File: src/rtl/ca_pkg.sv
`default_nettype none
// ============================================================================
// Module   : ca_pkg
// Purpose  : Shared types and constants for the elementary cellular automaton
//            rule engine: boundary-mode encoding, FSM state encoding and the
//            Wolfram rule width.
// Ports    : none (package)
// Revision : 1.0  initial release
// ============================================================================
package ca_pkg;

   localparam int RULE_W = 8;

   typedef enum logic [1:0] {
      BND_ZERO = 2'd0,
      BND_ONE  = 2'd1,
      BND_WRAP = 2'd2,
      BND_RSVD = 2'd3
   } boundary_e;

   typedef enum logic [1:0] {
      IDLE = 2'd0,
      RUN  = 2'd1,
      DONE = 2'd2
   } state_e;

endpackage : ca_pkg
`default_nettype wire

File: src/rtl/ca_rule_engine_if.sv
`default_nettype none
// ============================================================================
// Module   : ca_rule_engine_if
// Purpose  : Control/status bundle of the rule engine.
// Ports    : cfg_rule, cfg_boundary, cfg_halt_fixed  - run configuration
//            load_valid, load_state, load_ready       - initial-state load
//            start, num_gens                          - run request
//            busy, done, fixed_point, gen_count,
//            state_out                                - status / result
//            modport master : the controlling agent
//            modport slave  : the rule engine
// Revision : 1.0  initial release
// ============================================================================
interface ca_rule_engine_if #(
   parameter int N_CELLS = 16,
   parameter int GEN_W   = 16
);
   import ca_pkg::*;

   logic [RULE_W-1:0]  cfg_rule;
   logic [1:0]         cfg_boundary;
   logic               cfg_halt_fixed;
   logic               load_valid;
   logic [N_CELLS-1:0] load_state;
   logic               load_ready;
   logic               start;
   logic [GEN_W-1:0]   num_gens;
   logic               busy;
   logic               done;
   logic               fixed_point;
   logic [GEN_W-1:0]   gen_count;
   logic [N_CELLS-1:0] state_out;

   modport master (
      output cfg_rule, cfg_boundary, cfg_halt_fixed,
      output load_valid, load_state, start, num_gens,
      input  load_ready, busy, done, fixed_point, gen_count, state_out
   );

   modport slave (
      input  cfg_rule, cfg_boundary, cfg_halt_fixed,
      input  load_valid, load_state, start, num_gens,
      output load_ready, busy, done, fixed_point, gen_count, state_out
   );

endinterface : ca_rule_engine_if
`default_nettype wire

File: src/rtl/ca_cell_rule.sv
`default_nettype none
// ============================================================================
// Module   : ca_cell_rule
// Purpose  : Next-state function of a single cell: the 3-bit neighbourhood
//            {left,self,right} selects one bit of the 8-bit Wolfram rule.
// Ports    : rule_i  [7:0] rule table
//            left_i, self_i, right_i  neighbourhood
//            next_o  next value of this cell
// Revision : 1.0  initial release
// ============================================================================
module ca_cell_rule
   import ca_pkg::*;
(
   input  wire logic [RULE_W-1:0] rule_i,
   input  wire logic              left_i,
   input  wire logic              self_i,
   input  wire logic              right_i,
   output logic                   next_o
);

   assign next_o = rule_i[{left_i, self_i, right_i}];

endmodule : ca_cell_rule
`default_nettype wire

File: src/rtl/ca_rule_engine.sv
`default_nettype none
// ============================================================================
// Module   : ca_rule_engine
// Purpose  : N-cell one-dimensional elementary cellular automaton. Loads an
//            initial state, then evolves it one generation per clock under a
//            latched Wolfram rule and boundary mode, for a requested number
//            of generations or until a fixed point is reached.
// Ports    : clk  system clock, rising edge
//            rst  asynchronous active-high reset
//            bus  ca_rule_engine_if.slave (config, load, start, status)
// Revision : 1.0  initial release
// ============================================================================
module ca_rule_engine
   import ca_pkg::*;
#(
   parameter int N_CELLS = 16,
   parameter int GEN_W   = 16
) (
   input  wire logic       clk,
   input  wire logic       rst,
   ca_rule_engine_if.slave bus
);

   state_e             fsm_q;
   logic [RULE_W-1:0]  rule_q;
   boundary_e          bnd_q;
   logic               halt_q;
   logic [GEN_W-1:0]   target_q;
   logic [GEN_W-1:0]   gen_count_q;
   logic [N_CELLS-1:0] state_out_q;
   logic               load_ready_q;
   logic               busy_q;
   logic               done_q;
   logic               fixed_q;

   logic               left_edge;
   logic               right_edge;
   logic [N_CELLS+1:0] ext_state;
   logic [N_CELLS-1:0] state_d;
   logic [GEN_W-1:0]   gen_count_d;
   logic               last_gen;
   logic               at_fixed;

   // Neighbours seen beyond the ends of the register.
   always_comb begin
      left_edge  = 1'b0;
      right_edge = 1'b0;
      case (bnd_q)
         BND_ONE: begin
            left_edge  = 1'b1;
            right_edge = 1'b1;
         end
         BND_WRAP: begin
            left_edge  = state_out_q[0];
            right_edge = state_out_q[N_CELLS-1];
         end
         default: begin
            left_edge  = 1'b0;
            right_edge = 1'b0;
         end
      endcase
   end

   // Padding with the edge bits lets every cell use the same indexing:
   // cell i sees ext_state[i+2:i] as {left, self, right}.
   assign ext_state = {left_edge, state_out_q, right_edge};

   generate
      for (genvar gi = 0; gi < N_CELLS; gi++) begin : g_cell
         ca_cell_rule u_cell (
            .rule_i  (rule_q),
            .left_i  (ext_state[gi+2]),
            .self_i  (ext_state[gi+1]),
            .right_i (ext_state[gi]),
            .next_o  (state_d[gi])
         );
      end
   endgenerate

   // gen_count_q stays below target_q while running, so the increment
   // cannot wrap even when the target is the all-ones value.
   assign gen_count_d = gen_count_q + GEN_W'(1);
   assign last_gen    = (gen_count_d == target_q);
   assign at_fixed    = halt_q && (state_d == state_out_q);

   always_ff @(posedge clk or posedge rst) begin
      if (rst) begin
         fsm_q        <= IDLE;
         rule_q       <= '0;
         bnd_q        <= BND_ZERO;
         halt_q       <= 1'b0;
         target_q     <= '0;
         gen_count_q  <= '0;
         state_out_q  <= '0;
         load_ready_q <= 1'b1;
         busy_q       <= 1'b0;
         done_q       <= 1'b0;
         fixed_q      <= 1'b0;
      end else begin
         case (fsm_q)
            IDLE: begin
               if (bus.load_valid && load_ready_q) begin
                  state_out_q <= bus.load_state;
               end
               if (bus.start) begin
                  rule_q       <= bus.cfg_rule;
                  bnd_q        <= boundary_e'(bus.cfg_boundary);
                  halt_q       <= bus.cfg_halt_fixed;
                  target_q     <= bus.num_gens;
                  gen_count_q  <= '0;
                  fixed_q      <= 1'b0;
                  load_ready_q <= 1'b0;
                  if (bus.num_gens == '0) begin
                     fsm_q  <= DONE;
                     done_q <= 1'b1;
                  end else begin
                     fsm_q  <= RUN;
                     busy_q <= 1'b1;
                  end
               end
            end
            RUN: begin
               state_out_q <= state_d;
               gen_count_q <= gen_count_d;
               if (last_gen || at_fixed) begin
                  fsm_q  <= DONE;
                  busy_q <= 1'b0;
                  done_q <= 1'b1;
                  if (at_fixed) begin
                     fixed_q <= 1'b1;
                  end
               end
            end
            DONE: begin
               fsm_q        <= IDLE;
               done_q       <= 1'b0;
               load_ready_q <= 1'b1;
            end
            default: begin
               fsm_q        <= IDLE;
               busy_q       <= 1'b0;
               done_q       <= 1'b0;
               load_ready_q <= 1'b1;
            end
         endcase
      end
   end

   assign bus.load_ready  = load_ready_q;
   assign bus.busy        = busy_q;
   assign bus.done        = done_q;
   assign bus.fixed_point = fixed_q;
   assign bus.gen_count   = gen_count_q;
   assign bus.state_out   = state_out_q;

endmodule : ca_rule_engine
`default_nettype wire

File: src/flat_wrapper.sv
// flat-port wrapper written by rule: the top's interface ports become plain ports
module ca_rule_engine_flat import ca_pkg::*;
#(
   parameter int N_CELLS = 16,
   parameter int GEN_W   = 16
)
  (clk, rst, bus_cfg_rule, bus_cfg_boundary, bus_cfg_halt_fixed, bus_load_valid, bus_load_state, bus_start, bus_num_gens, bus_load_ready, bus_busy, bus_done, bus_fixed_point, bus_gen_count, bus_state_out);
  ca_rule_engine_if #(.N_CELLS(N_CELLS), .GEN_W(GEN_W)) bus_i ();
  input  wire logic clk;
  input  wire logic rst;
  input wire logic [$bits(bus_i.cfg_rule)-1:0] bus_cfg_rule;
  input wire logic [$bits(bus_i.cfg_boundary)-1:0] bus_cfg_boundary;
  input wire logic [$bits(bus_i.cfg_halt_fixed)-1:0] bus_cfg_halt_fixed;
  input wire logic [$bits(bus_i.load_valid)-1:0] bus_load_valid;
  input wire logic [$bits(bus_i.load_state)-1:0] bus_load_state;
  input wire logic [$bits(bus_i.start)-1:0] bus_start;
  input wire logic [$bits(bus_i.num_gens)-1:0] bus_num_gens;
  output wire logic [$bits(bus_i.load_ready)-1:0] bus_load_ready;
  output wire logic [$bits(bus_i.busy)-1:0] bus_busy;
  output wire logic [$bits(bus_i.done)-1:0] bus_done;
  output wire logic [$bits(bus_i.fixed_point)-1:0] bus_fixed_point;
  output wire logic [$bits(bus_i.gen_count)-1:0] bus_gen_count;
  output wire logic [$bits(bus_i.state_out)-1:0] bus_state_out;
  assign bus_i.cfg_rule = bus_cfg_rule;
  assign bus_i.cfg_boundary = bus_cfg_boundary;
  assign bus_i.cfg_halt_fixed = bus_cfg_halt_fixed;
  assign bus_i.load_valid = bus_load_valid;
  assign bus_i.load_state = bus_load_state;
  assign bus_i.start = bus_start;
  assign bus_i.num_gens = bus_num_gens;
  assign bus_load_ready = bus_i.load_ready;
  assign bus_busy = bus_i.busy;
  assign bus_done = bus_i.done;
  assign bus_fixed_point = bus_i.fixed_point;
  assign bus_gen_count = bus_i.gen_count;
  assign bus_state_out = bus_i.state_out;
  ca_rule_engine #(.N_CELLS(N_CELLS), .GEN_W(GEN_W)) u_core (.clk(clk), .rst(rst), .bus(bus_i));
endmodule
File: config.mk
export PLATFORM = sky130hd
export DESIGN_NAME = ca_rule_engine_flat
export DESIGN_NICKNAME = d
export VERILOG_FILES = /design/src/rtl/ca_pkg.sv /design/src/rtl/ca_rule_engine_if.sv /design/src/rtl/ca_cell_rule.sv /design/src/rtl/ca_rule_engine.sv /design/src/flat_wrapper.sv
export SDC_FILE = /design/constraint.sdc
export NUM_CORES = 1
export LEC_CHECK = 0
export ABC_AREA = 1
export CORE_ASPECT_RATIO = 1.5
export CORE_MARGIN = 2
export CORE_UTILIZATION = 60
export DETAILED_ROUTE_END_ITERATION = 6
export PLACE_DENSITY = 0.91
export SYNTH_ARGS = -nofsm -noshare
export SYNTH_HDL_FRONTEND = slang
export SYNTH_HIERARCHICAL = 1
export SYNTH_SLANG_ARGS = --single-unit
File: constraint.sdc
create_clock -name clk -period 7.09 [get_ports clk]
set_clock_uncertainty 0.2 [all_clocks]
set_input_delay 1.418 -clock clk [delete_from_list [all_inputs] [get_ports clk]]
set_output_delay 1.418 -clock clk [all_outputs]
set_load 0.02 [all_outputs]
# --- Yosys cells after proc, flatten, opt, wreduce, memory -nomap -nowiden ---
# Index checks and enable logic that the tools add are counted.
word_totals:
  output_inout_bits: 36
  elab_cells: 111
  inputBits: 47
  ff_bits: 65
op_classes:
  reduce_logical: 14
  mux: 55
  eq_ne: 12
  n_bitwise: 2
  magnitude_cmp: 16
  add_sub_neg: 1
ops:
  columns: ["operator", "n"]
  rows:
  - ["3-bit by 4-bit < comparator with 1-bit output, second input constant", 16]
  - ["16-bit case mux with 2 select lines", 2]
  - ["1-bit binary-select mux with 3-bit select", 16]
  - ["16-bit equality test", 2]
  - ["16-bit 2-to-1 mux", 2]
  - ["1-bit 2-to-1 mux", 25]
  - ["16-bit by 1-bit adder with 16-bit output, second input constant", 1]
  - ["16-bit zero test", 1]
  - ["1-bit case mux with 2 select lines", 5]
  - ["2-bit AND reduction", 5]
  - ["2-bit by 1-bit != test with 1-bit output, second input constant", 4]
  - ["4-bit AND reduction", 2]
  - ["2-bit 2-to-1 mux", 3]
  - ["2-bit by 1-bit equality test with 1-bit output, second input constant", 2]
  - ["2-bit equality test, second input constant", 2]
  - ["2-bit != test, second input constant", 2]
  - ["2-bit case mux with 2 select lines", 1]
  - ["1-bit case mux with 3 select lines", 1]
  - ["3-bit AND reduction", 1]
  - ["1-bit logical AND", 2]
  - ["2-bit zero test", 1]
  - ["1-bit inverter", 2]
  - ["2-bit nonzero test", 1]
  - ["1-bit logical OR", 1]

# --- Logic depth before layout (Yosys ltp) ---
depth:
  ltp_word: 9
  depth_mapped: 20
  depth_no_buf: 20

# --- By module ---
# Netlist, hierarchy kept.
modules_own_cells:
  columns: ["module", "cells_each", "n_inst", "area_each_um2", "seq_area_each_um2"]
  rows:
  - ["ca_rule_engine", 500, 1, 3664.8, 1627.8]
  - ["ca_cell_rule", 28, 16, 110.1, 0.0]

# --- Least setup slack after synthesis ---
# Ideal clock, no wire load.
synth_timing:
  path_type: "input to register"
  start: "input bus_start"
  end: "register u_core.gen_count_q[10] (netlist: u_core/bus.gen_count[10])"
  n_path_buf: 1
  t_arrival_ns: 2.277
  path_stages: 6
  required_time_ns: 6.749
  setup_slack_ns: 4.473
  setup_time_ns: 0.141
  cell_sequence: "inv_1 nor2_1 nor2_1 inv_1 buf_2 o22ai_1"
synth_between:
  elab_chain_cells: 2
synth_lines:
  columns: ["element", "line_no", "text"]
  rows:
  - ["from (decl)", "flat_wrapper.sv:16", "input wire logic [$bits(bus_i.start)-1:0] bus_start;"]
  - ["2-bit != test (no source line)", null, null]
  - ["2-bit AND reduction (no source line)", null, null]
  - ["to (signal assigned)", "ca_rule_engine.sv:124", "gen_count_q <= gen_count_d;"]
  - ["to (decl)", "ca_rule_engine.sv:29", "logic [GEN_W-1:0] gen_count_q;"]
# No other way between the ends.
# A chain may end at the register's enable or synchronous reset.

# --- Worst setup path after layout ---
layout_timing:
  start: "input bus_start"
  end: "register u_core.target_q[4]"
layout_between:
  elab_chain_cells: 1
layout_lines:
  columns: ["element", "line_no", "text"]
  rows:
  - ["2-bit AND reduction (no source line)", null, null]
  - ["to (signal assigned)", "ca_rule_engine.sv:109", "target_q <= bus.num_gens;"]
  - ["to (decl)", "ca_rule_engine.sv:28", "logic [GEN_W-1:0] target_q;"]
# No other way between the ends.

==> flow_summary.ini <==
[synthesis]
yosys_warnings = 6
synth_xor_area_frac = 0.0277
ys_seq_elements = 65
synth_compound_area_frac = 0.0544
syn_inst = 948
syn_area_per_cell_um2 = 5.72
synthAdderAreaFrac = 0.00692
synth-seq-area-share = 0.300
synth_area_um2 = 5430
syn_nets = 998
synthMuxAreaShare = 0
synth_cell_types = 28
synthSimpleGateAreaFrac = 0.436
synth_top_family_by_area = simple AND/OR/NAND/NOR gates

[finish]
area_growth_pct = 22.6
fillers = 712
antennaDiodeCount = 0
num-nets-final = 1082
drive_gt1_frac = 0.0501

[global_route]
antenna_found_initial = 0
grt_max_degree = 66
grt_pass1_wl_um = 25900
grt_use_total = 0.339
grt_overflow = 0
first_global_vias = 5860

[timing]
min_period_over_period = 0.479
tightest_slew_ns = 0.840
rsz0062_at_grt = no
drv_slew = 0
setup_tns_ns = 0
hold_viol = 0
timing.fmax_mhz = 294
period_needed_ns = 3.40
setup_violations = 0
maxSlewHeadroom = 0.440

[placed_design]
hpwlAfterDp_um = 10600
io_buffers = 82
place_congestion = 1.05

[clock_tree]
root_buffer = clkbuf_16
post_cts_resized = 0
clkTransAtPathRegs_ns = 0.05
clkSinkCount = 65
cts-buffers-inserted = 9
cts_hold_buf = 0
clk-insertion-delay-late_ns = 0.34
clock_path_buffers = 2
cts_tree = done
htreeDepth = 3
post-cts-setup-buffers = 0

[setup_path]
crit_path_frequent_cell = inv_1
slowest_stage = nor2_2
worst_setup_path_end_kind = flop
worst_setup_path_start_kind = primary input
crit_type = primary input to flop
critical_path.cell_chain = clkdlybuf4s50_1, inv_1, nor2_2, buf_4, inv_1, nand2_1, o21ai_0
reg2regPathDepth = 18
slowest_delay_ns = 0.51
crit_required_ns = 7.08
worstPathArrival_ns = 3.38
worst-path-max-fanout = 21

[die]
start_util = 0.615
die_area_um2 = 9840
core_area_um2 = 8830
die_y_um = 120
fp.dieW_um = 81.7
num_io_pins = 83
rows = 42

[route]
first_pass_iters = 6
avgViaCountPerCell = 5.30
postRouteAntennaNets = 0
drc = 0
initialDrtViolationCount = 553
wl_um = 15700
wl_per_cell_um = 13.7
num_vias = 6079

[job]
maxCapViolations = 0

[status]
status = finished clean

[min_path]
hp-class = flop to flop
hold_depth = 2

[pwr]
p_leak_uw = 0.00373
power_density_nw_per_um2 = 480
power_uw = 3190
peakVddDrop_mv = 0.244
[cells in the final DEF (no fill, tap or decap), types with 7 or more instances in the layout]
cell / instances
nand2_1: 353
nor2_1: 54
nand4_1: 11
clkdlybuf4s50_1: 82
o21ai_0: 24
nor3_1: 25
dfrtp_1: 64
inv_1: 220
nor4_1: 7
inv_2: 20
o22ai_1: 10
clkbuf_16: 9
nand3_1: 95
a211oi_1: 11
[sequential cells by signal (all words and copies together) (netlist names)]
signal / count
u_core/bnd_q: 2
u_core/fsm_q: 2
u_core/bus.gen_count: 16
u_core/halt_q: 1
u_core/bus.state_out: 16
u_core/target_q: 16
u_core/bus.done: 1
u_core/bus.load_ready: 1
u_core/bus.fixed_point: 1
u_core/rule_q: 8
u_core/bus.busy: 1
[synth_stat cells]
master	number	area share
xor2_1	6	0.0097
nand4_1	11	0.013
inv_1	221	0.15
a21oi_1	4	0.0037
nand2_2	3	0.0035
nor2_2	4	0.0046
nor4_1	7	0.0081
nand3b_1	4	0.0055
nor3_1	25	0.023
or2_2	1	0.0012
xnor2_1	6	0.0097
nand3_2	1	0.0018
nand2_1	353	0.24
or2_0	1	0.0012
nor2_4	2	0.0042
buf_2	2	0.0018
nand3_1	95	0.088
nor2_1	56	0.039
dfrtp_1	64	0.30
clkbuf_1	10	0.0069
inv_2	19	0.013
o22ai_1	10	0.012
xnor3_1	2	0.0083
o21ai_1	2	0.0018
ha_1	3	0.0069
dfstp_2	1	0.0048
a211oi_1	11	0.015
o21ai_0	24	0.022
[final timing paths]
path | start | to | slack (ns)
max | bus_start | u_core/target_q[4]$_DFFE_PP0P_ | 3.69
min reg2reg | u_core/target_q[3]$_DFFE_PP0P_ | u_core/target_q[3]$_DFFE_PP0P_ | 0.31
min | u_core/target_q[3]$_DFFE_PP0P_ | u_core/target_q[3]$_DFFE_PP0P_ | 0.31
min in group asynchronous | rst | u_core/bus.gen_count[14]$_DFFE_PP0P_ | 1.46
max in group asynchronous | rst | u_core/rule_q[6]$_DFFE_PP0P_ | 4.69
max reg2reg | u_core/bnd_q[0]$_DFFE_PP0P_ | u_core/bus.fixed_point$_DFFE_PP0P_ | 4.19
[critical path, delay by kind of cell]
family / cells / cell delay (ns)
buffers and inverters: 4 / 1.19
AND/OR/NAND/NOR: 2 / 0.66
AO/OA/AOI/OAI: 1 / 0.09
[per-layer routing]
layer  up-vias  track usage  share of wire
li1       3021            -              -
met4         0        0.175          0.044
met3        67       0.0470          0.062
met1      2750        0.384           0.39
met5         -            0              0
met2       241        0.601           0.51
[area by class of cell]
cell class | count | area, µm² | area share
repair buffers | 85 | 843 | 0.127
clock inverters | 3 | 15.0 | 0.00226
multi-input cells | 631 | 2860 | 0.429
flip-flops and latches | 65 | 1630 | 0.245
clock buffers | 13 | 270 | 0.0406
well taps | 110 | 138 | 0.0207
inverters | 240 | 901 | 0.135
[power by group]
| part | internal (µW) | switching [µW] | leakage, µW |
|---|---|---|---|
| Clock | 263 | 164 | 0.000145 |
| Sequential | 521 | 401 | 0.000811 |
| Combinational | 734 | 1110 | 0.00277 |
[kinds of logic (layout without fill, tap and decap cells)]
| group | count (synthesis) | after routing |
|---|---|---|
| AO/OA/AOI/OAI | 51 | 51 |
| XOR/XNOR | 14 | 14 |
| adder cells (fa/ha/maj) | 3 | 3 |
| buffers and inverters | 252 | 341 |
| flip-flops | 65 | 65 |
| AND/OR/NAND/NOR | 563 | 563 |
[stage by stage]
| step | hold WS (ns) | setup slack [ns] | instances | util | area (µm²) |
|---|---|---|---|---|---|
| floorplan | 0.255 | 3.85 | 948 | - | 5430 |
| global route | 0.325 | 3.52 | 1147 | 0.753 | 6650 |
| finish | 0.308 | 3.69 | 1147 | 0.753 | 6650 |
| global placement | 0.282 | 3.45 | 1131 | 0.721 | 6360 |
| detailed placement | 0.287 | 3.37 | 1131 | 0.721 | 6360 |
| CTS | 0.304 | 3.72 | 1147 | 0.753 | 6650 |
Power figures use the tool's default switching activity.
